**src/rtl/mealy_frame_sched.sv**
```systemverilog
`default_nettype none
// ============================================================================
// mealy_frame_sched : round-robin frame scheduler feeding one serial detector
// Rev 1.0
// ============================================================================
module mealy_frame_sched #(
    parameter int WIDTH = 8,
    parameter int CNT_W = 4
) (
    input  logic             clock,
    input  logic             reset,
    input  logic             req0,
    input  logic [WIDTH-1:0] data0,
    input  logic             req1,
    input  logic [WIDTH-1:0] data1,
    output logic             gnt0,
    output logic             gnt1,
    output logic             det_x,
    output logic             det_rst_n,
    input  logic             det_y,
    output logic             busy,
    output logic             done,
    output logic             done_id,
    output logic [CNT_W-1:0] match_cnt
);

    localparam int               IDX_W    = (WIDTH > 1) ? $clog2(WIDTH) : 1;
    localparam logic [IDX_W-1:0] IDX_INIT = IDX_W'(WIDTH - 1);
    localparam logic [CNT_W-1:0] CNT_MAX  = {CNT_W{1'b1}};

    typedef enum logic [1:0] {
        S_IDLE   = 2'd0,
        S_CLEAR  = 2'd1,
        S_SHIFT  = 2'd2,
        S_REPORT = 2'd3
    } state_t;

    state_t            r_state,     w_state_nxt;
    logic [WIDTH-1:0]  r_frame,     w_frame_nxt;
    logic [IDX_W-1:0]  r_idx,       w_idx_nxt;
    logic              r_owner,     w_owner_nxt;
    logic              r_last,      w_last_nxt;
    logic              r_gnt0,      w_gnt0_nxt;
    logic              r_gnt1,      w_gnt1_nxt;
    logic              r_det_x,     w_det_x_nxt;
    logic              r_det_rst_n, w_det_rst_n_nxt;
    logic              r_busy,      w_busy_nxt;
    logic              r_done,      w_done_nxt;
    logic              r_done_id,   w_done_id_nxt;
    logic [CNT_W-1:0]  r_cnt,       w_cnt_nxt;
    logic              w_pick;
    logic [IDX_W-1:0]  w_idx_dec;

    // Requester 1 wins when alone, or on a tie when requester 0 was served last.
    assign w_pick    = req1 & (~req0 | ~r_last);
    assign w_idx_dec = r_idx - IDX_W'(1);

    always_comb begin
        w_state_nxt     = r_state;
        w_frame_nxt     = r_frame;
        w_idx_nxt       = r_idx;
        w_owner_nxt     = r_owner;
        w_last_nxt      = r_last;
        w_gnt0_nxt      = 1'b0;
        w_gnt1_nxt      = 1'b0;
        w_det_x_nxt     = 1'b0;
        w_det_rst_n_nxt = r_det_rst_n;
        w_done_nxt      = 1'b0;
        w_done_id_nxt   = r_done_id;
        w_cnt_nxt       = r_cnt;

        case (r_state)
            S_IDLE: begin
                if (req0 || req1) begin
                    w_state_nxt     = S_CLEAR;
                    w_owner_nxt     = w_pick;
                    w_last_nxt      = w_pick;
                    w_frame_nxt     = w_pick ? data1 : data0;
                    w_gnt0_nxt      = ~w_pick;
                    w_gnt1_nxt      = w_pick;
                    w_det_rst_n_nxt = 1'b0;
                    w_cnt_nxt       = '0;
                    w_idx_nxt       = IDX_INIT;
                end
            end
            S_CLEAR: begin
                w_state_nxt     = S_SHIFT;
                w_det_rst_n_nxt = 1'b1;
                w_det_x_nxt     = r_frame[r_idx];
            end
            S_SHIFT: begin
                if (det_y && (r_cnt != CNT_MAX)) begin
                    w_cnt_nxt = r_cnt + CNT_W'(1);
                end
                if (r_idx == '0) begin
                    w_state_nxt   = S_REPORT;
                    w_done_nxt    = 1'b1;
                    w_done_id_nxt = r_owner;
                end else begin
                    w_idx_nxt   = w_idx_dec;
                    w_det_x_nxt = r_frame[w_idx_dec];
                end
            end
            S_REPORT: begin
                w_state_nxt = S_IDLE;
            end
            default: begin
                w_state_nxt = S_IDLE;
            end
        endcase

        w_busy_nxt = (w_state_nxt != S_IDLE);
    end

    always_ff @(posedge clock) begin
        if (!reset) begin
            r_state     <= S_IDLE;
            r_frame     <= '0;
            r_idx       <= '0;
            r_owner     <= 1'b0;
            r_last      <= 1'b1;
            r_gnt0      <= 1'b0;
            r_gnt1      <= 1'b0;
            r_det_x     <= 1'b0;
            r_det_rst_n <= 1'b0;
            r_busy      <= 1'b0;
            r_done      <= 1'b0;
            r_done_id   <= 1'b0;
            r_cnt       <= '0;
        end else begin
            r_state     <= w_state_nxt;
            r_frame     <= w_frame_nxt;
            r_idx       <= w_idx_nxt;
            r_owner     <= w_owner_nxt;
            r_last      <= w_last_nxt;
            r_gnt0      <= w_gnt0_nxt;
            r_gnt1      <= w_gnt1_nxt;
            r_det_x     <= w_det_x_nxt;
            r_det_rst_n <= w_det_rst_n_nxt;
            r_busy      <= w_busy_nxt;
            r_done      <= w_done_nxt;
            r_done_id   <= w_done_id_nxt;
            r_cnt       <= w_cnt_nxt;
        end
    end

    assign gnt0      = r_gnt0;
    assign gnt1      = r_gnt1;
    assign det_x     = r_det_x;
    assign det_rst_n = r_det_rst_n;
    assign busy      = r_busy;
    assign done      = r_done;
    assign done_id   = r_done_id;
    assign match_cnt = r_cnt;

endmodule
`default_nettype wire

```
**config.mk**
```make
export PLATFORM = sky130hd
export DESIGN_NAME = mealy_frame_sched
export DESIGN_NICKNAME = d
export VERILOG_FILES = /design/src/rtl/mealy_frame_sched.sv
export SDC_FILE = /design/constraint.sdc
export NUM_CORES = 1
export LEC_CHECK = 0
export ABC_AREA = 1
export CAP_MARGIN = 20
export CELL_PAD_IN_SITES_DETAIL_PLACEMENT = 1
export CELL_PAD_IN_SITES_GLOBAL_PLACEMENT = 1
export CORE_ASPECT_RATIO = 1.75
export CORE_MARGIN = 2
export CORE_UTILIZATION = 36
export DETAILED_ROUTE_END_ITERATION = 8
export PLACE_DENSITY_LB_ADDON = 0.1
export SYNTH_ARGS = -nofsm -noshare
export SYNTH_HDL_FRONTEND = slang
export SYNTH_SLANG_ARGS = --single-unit
```
**constraint.sdc**
```tcl
create_clock -name clock -period 3.3 [get_ports clock]
set_input_delay 0.66 -clock clock [delete_from_list [all_inputs] [get_ports clock]]
set_output_delay 0.66 -clock clock [all_outputs]
set_load 0.02 [all_outputs]
```
Yosys cells after proc, flatten, opt, wreduce, memory -nomap -nowiden
Index checks and enable logic that the tools add are counted.
- bits in registers: 26
- output and inout port bits: 11
- logic and storage cells: 62
- add/subtract/negate cells: 2
- magnitude comparators: 2
- equality and inequality tests: 7
- multiplexer cells: 19
- bitwise operators: 5
- reductions and logical operators: 14
- operators by type and width (kind ; number):
    $reduce_and A3 Y1 ; 3
    $lt A3 B4 Y1 const B ; 2
    $mux W4 ; 2
    $mux W8 ; 1
    $pmux W2 S4 ; 1
    $pmux W4 S2 ; 1
    $reduce_and A2 Y1 ; 4
    $bmux W1 S3 ; 2
    $mux W3 ; 2
    $ne A2 B2 Y1 const B ; 3
    $pmux W3 S2 ; 1
    $reduce_bool A2 Y1 ; 3
    $mux W1 ; 5
    $add A4 B1 Y4 const B ; 1
    $eq A2 B2 Y1 const B ; 2
    $mux W2 ; 2
    $ne A4 B4 Y1 const B ; 1
    $pmux W1 S2 ; 2
    $logic_not A3 Y1 ; 1
    $not A1 Y1 ; 3
    $sub A3 B1 Y3 const B ; 1
    $eq A2 B1 Y1 const B ; 1
    $logic_not A2 Y1 ; 1
    $and A1 B1 Y1 ; 1
    other kinds (3) ; 3

Logic depth before layout (Yosys ltp)
- depth after elaboration: 5
- mapped depth: 11

Least setup slack after synthesis
OpenSTA, ideal clock, no wires.
- path kind: input -> register
- start point: input req0
- end point: register r_cnt[0] (netlist: match_cnt[0])
- setup time: 116 ps
- data arrival time: 1307 ps
- required time: 3184 ps
- path slack: 1877 ps
- stages: 8
- buffers on the path: 0
- cells stage by stage: nor2_2 > nand2_1 > nand2_2 > inv_2 > nand2_4 > clkinv_2 > nor2_1 > nor2_1
- longest elaborated chain between the ends: 3
- ends and longest elaborated chain (what ; line ; RTL):
    start: declaration ; 12 ; input logic req0,
    $logic_or A1 B1 Y1 ; 74 ; if (req0 || req1) begin
    $ne A2 B2 Y1 (no line) ; -- ;
    $reduce_and A3 Y1 (no line) ; -- ;
    end signal: assignment ; 143 ; r_cnt <= w_cnt_nxt;
    end: declaration ; 50 ; logic [CNT_W-1:0] r_cnt, w_cnt_nxt;
No other way between the ends.
A chain may end at the register's enable or synchronous reset.

Final worst setup path
- start point: register r_cnt[3] (netlist: match_cnt[3])
- end point: output match_cnt[3]
- RTL lines (what ; line ; RTL):
    end: declaration ; 24 ; output logic [CNT_W-1:0] match_cnt
No word-level cell between the ends.

==> summary.txt <==
Route
  • Vias post-DR: 1343
  • Pre-antenna DRT Iters: 4
  • Routed Antenna Nets: 0
  • Wire per inst: 14.3 um
  • Final WL: 3730 um
  • DRC: 0
  • Initial drt markers: 23
  • Vias/cell: 5.13

Placed design
  • GP Congestion: 0.803
  • Detail Placement HPWL: 2950 um
  • Port bufs: 31
  • Area after DPL: 1630 um^2

CTS
  • Hold buffers post-CTS: 0
  • Clk buf depth: 2
  • Post-CTS Resized: 0
  • Count of clock tree sinks: 26
  • H-tree depth: 1
  • Setup repair bufs after CTS: 0
  • Clk slew on worst S/H paths: 100 ps
  • Clk Latency, worst-skew pair: 280 ps
  • Clk root buf: clkbuf_8
  • Num CTS Buffers: 3
  • CTS tree: yes

GRT
  • Global-route wire length before repair: 6420 um
  • Total Routing Usage GR: 19.8%
  • Largest net degree at the start of global routing: 18
  • Grt ovf: 0
  • Antenna violations before repair: 0
  • Vias in the first global route: 1447

Critical path
  • Reg-to-reg slack, setup: 1530 ps
  • RR Startpoint: r_idx[0]
  • Crit path max-delay family: buffers and inverters
  • Crit path arrival time: 1350 ps
  • Crit Path Category: flop to output port
  • Slowest stage delay, CP: 640 ps
  • Reg2Reg Depth: 8
  • Worst Path Max Fanout: 4
  • Slowest library cell on the worst path: clkdlybuf4s50_1
  • Crit path cell chain: clkdlybuf4s50_1
  • Worst Setup Start Kind: flop
  • CP required: 2640 ps
  • Setup crit end kind: output port
  • Worst Path Buf+Inv: 1
  • R2R Path End: busy

Job
  • Max-Cap Viols: 0

Layout
  • Final core occ: 50.2%
  • Cell area after layout: 1710 um^2
  • Area growth from synthesis to layout: 32.5%
  • Most frequent cells in the layout: nand2_1, clkdlybuf4s50_1, dfxtp_1
  • Fraction of layout cells with a size suffix above 1: 5.99%
  • Nets@finish: 245
  • Inserted Diodes: 0
  • Commonest non-fill, non-tap cell in the layout: nand2_1

Min path
  • Hold Startpoint: r_owner
  • Hold-critical path depth: 2
  • Tightest Hold Check Type: flop to flop
  • Hold Path End: r_owner

Logic synthesis
  • Sequential area share after synthesis: 40.4%
  • Synth Instances: 185
  • Syn avg cell area: 6.96 um^2
  • Synth warnings: 0
  • Syn Std Cell Area: 1290 um^2
  • Yosys reg bits: 26
  • Unique masters post-synth: 23
  • Post-Syn Nets: 212

Pwr
  • Max IR drop VDD: 0.342 mV
  • Leakage Power: 0.745 nW
  • Power Density: 737 nW/um^2

Floorplanning
  • Core box area: 3400 um^2
  • Die W: 49.2 um
  • Die height: 83.1 um
  • Rows: 28
  • IO Pins: 32
  • Die area: 4090 um^2
  • Starting Density: 37.9%

STA
  • Setup TNS: 0 ps
  • Worst slew pin tran: 496 ps
  • Skew final: 5.88 ps
  • RSZ-0062 raised after global routing: false
  • Fmax: 499 MHz
  • Max-slew headroom: 66.8%
  • Setup Viol. Count Final: 0
  • Fin. max-slew vios: 0
  • Post-route clock period utilization: 60.8%
  • Final hold viol count: 0
  • Tmin final: 2010 ps

Status
  • Outcome: finished clean
[Yosys cell counts]
library cell / instances / area, um^2
nand2_1: 66 / 248
dfxtp_1: 26 / 521
nand3_1: 18 / 90.1
inv_1: 15 / 56.3
a21oi_1: 10 / 50.1
o21ai_0: 9 / 45.0
a31oi_1: 8 / 50.1
nor2_1: 8 / 30.0
ha_1: 6 / 75.1
inv_2: 4 / 15.0
nor3_1: 2 / 10.0
xor2_1: 2 / 17.5
buf_2: 1 / 5.00
buf_6: 1 / 11.3
clkbuf_1: 1 / 3.75
clkinv_1: 1 / 3.75
clkinv_2: 1 / 5.00
nand2_2: 1 / 6.26
nand2_4: 1 / 11.3
nor2_2: 1 / 6.26
nor2_4: 1 / 11.3
o211ai_1: 1 / 7.51
o221ai_1: 1 / 8.76
[flip-flops by register name (all words and copies together), names as in the netlist]
register   count
gnt0           1
r_frame        8
r_last         1
r_idx          3
r_owner        1
match_cnt      4
busy           1
done           1
r_state        2
det_rst_n      1
gnt1           1
done_id        1
det_x          1
[cells by family after synthesis]
| logic type | count (synthesis) | share of synthesized area [%] |
|---|---|---|
| AOI/OAI and AO/OA | 29 | 12.5 |
| xor gates and xnor gates | 2 | 1.36 |
| adders and majority gates | 6 | 5.83 |
| buffers and inverters | 24 | 7.77 |
| DFF | 26 | 40.4 |
| and+or+nand+nor | 98 | 32.1 |
[power by group]
group,internal (mW),switching (mW)
clock network,0.162,0.106
logic,0.196,0.336
registers,0.388,0.0688
[stage by stage]
step / hold WS, ps / total power, mW / instances / setup WS [ps]
2_1_floorplan: 429 / 0.813 / 185 / 1880
3_3_place_gp: 451 / 0.961 / 258 / 1210
3_5_place_dp: 456 / 0.984 / 258 / 1090
4_1_cts: 476 / 1.27 / 262 / 1280
5_1_grt: 512 / 1.36 / 262 / 1250
6_report: 476 / 1.26 / 262 / 1290
[layer usage]
layer | vias to the layer above | share of wire [%] | GRT usage (%)
met5 | - | 0 | 0
li1 | 664 | - | -
met1 | 624 | 36 | 19.1
met4 | 0 | 4.6 | 11.2
met2 | 41 | 56 | 38.1
met3 | 14 | 3.3 | 2.88
[how the worst max path moves through the flow]
stage                            start      endpoint  slack [ps]  depth (start not counted)
after floorplan                   req0  match_cnt[0]        1880                          8
after global placement           reset          gnt0        1210                          3
final                     match_cnt[3]  match_cnt[3]        1290                          1
after CTS                 match_cnt[2]  match_cnt[2]        1280                          1
after global routing      match_cnt[2]  match_cnt[2]        1250                          1
after detailed placement         reset          gnt1        1090                          3
[final cells by class]
cell class,instances,area (um^2)
Fill cell,457,1690
Timing Repair Buffer,31,310
Sequential cell,26,520
Inverter,21,80.1
Clock buffer,3,41.3
Multi-Input combinational cell,135,667
Clock inverter,1,30.0
Tap cell,45,56.3
Power figures use the tool's default switching activity.
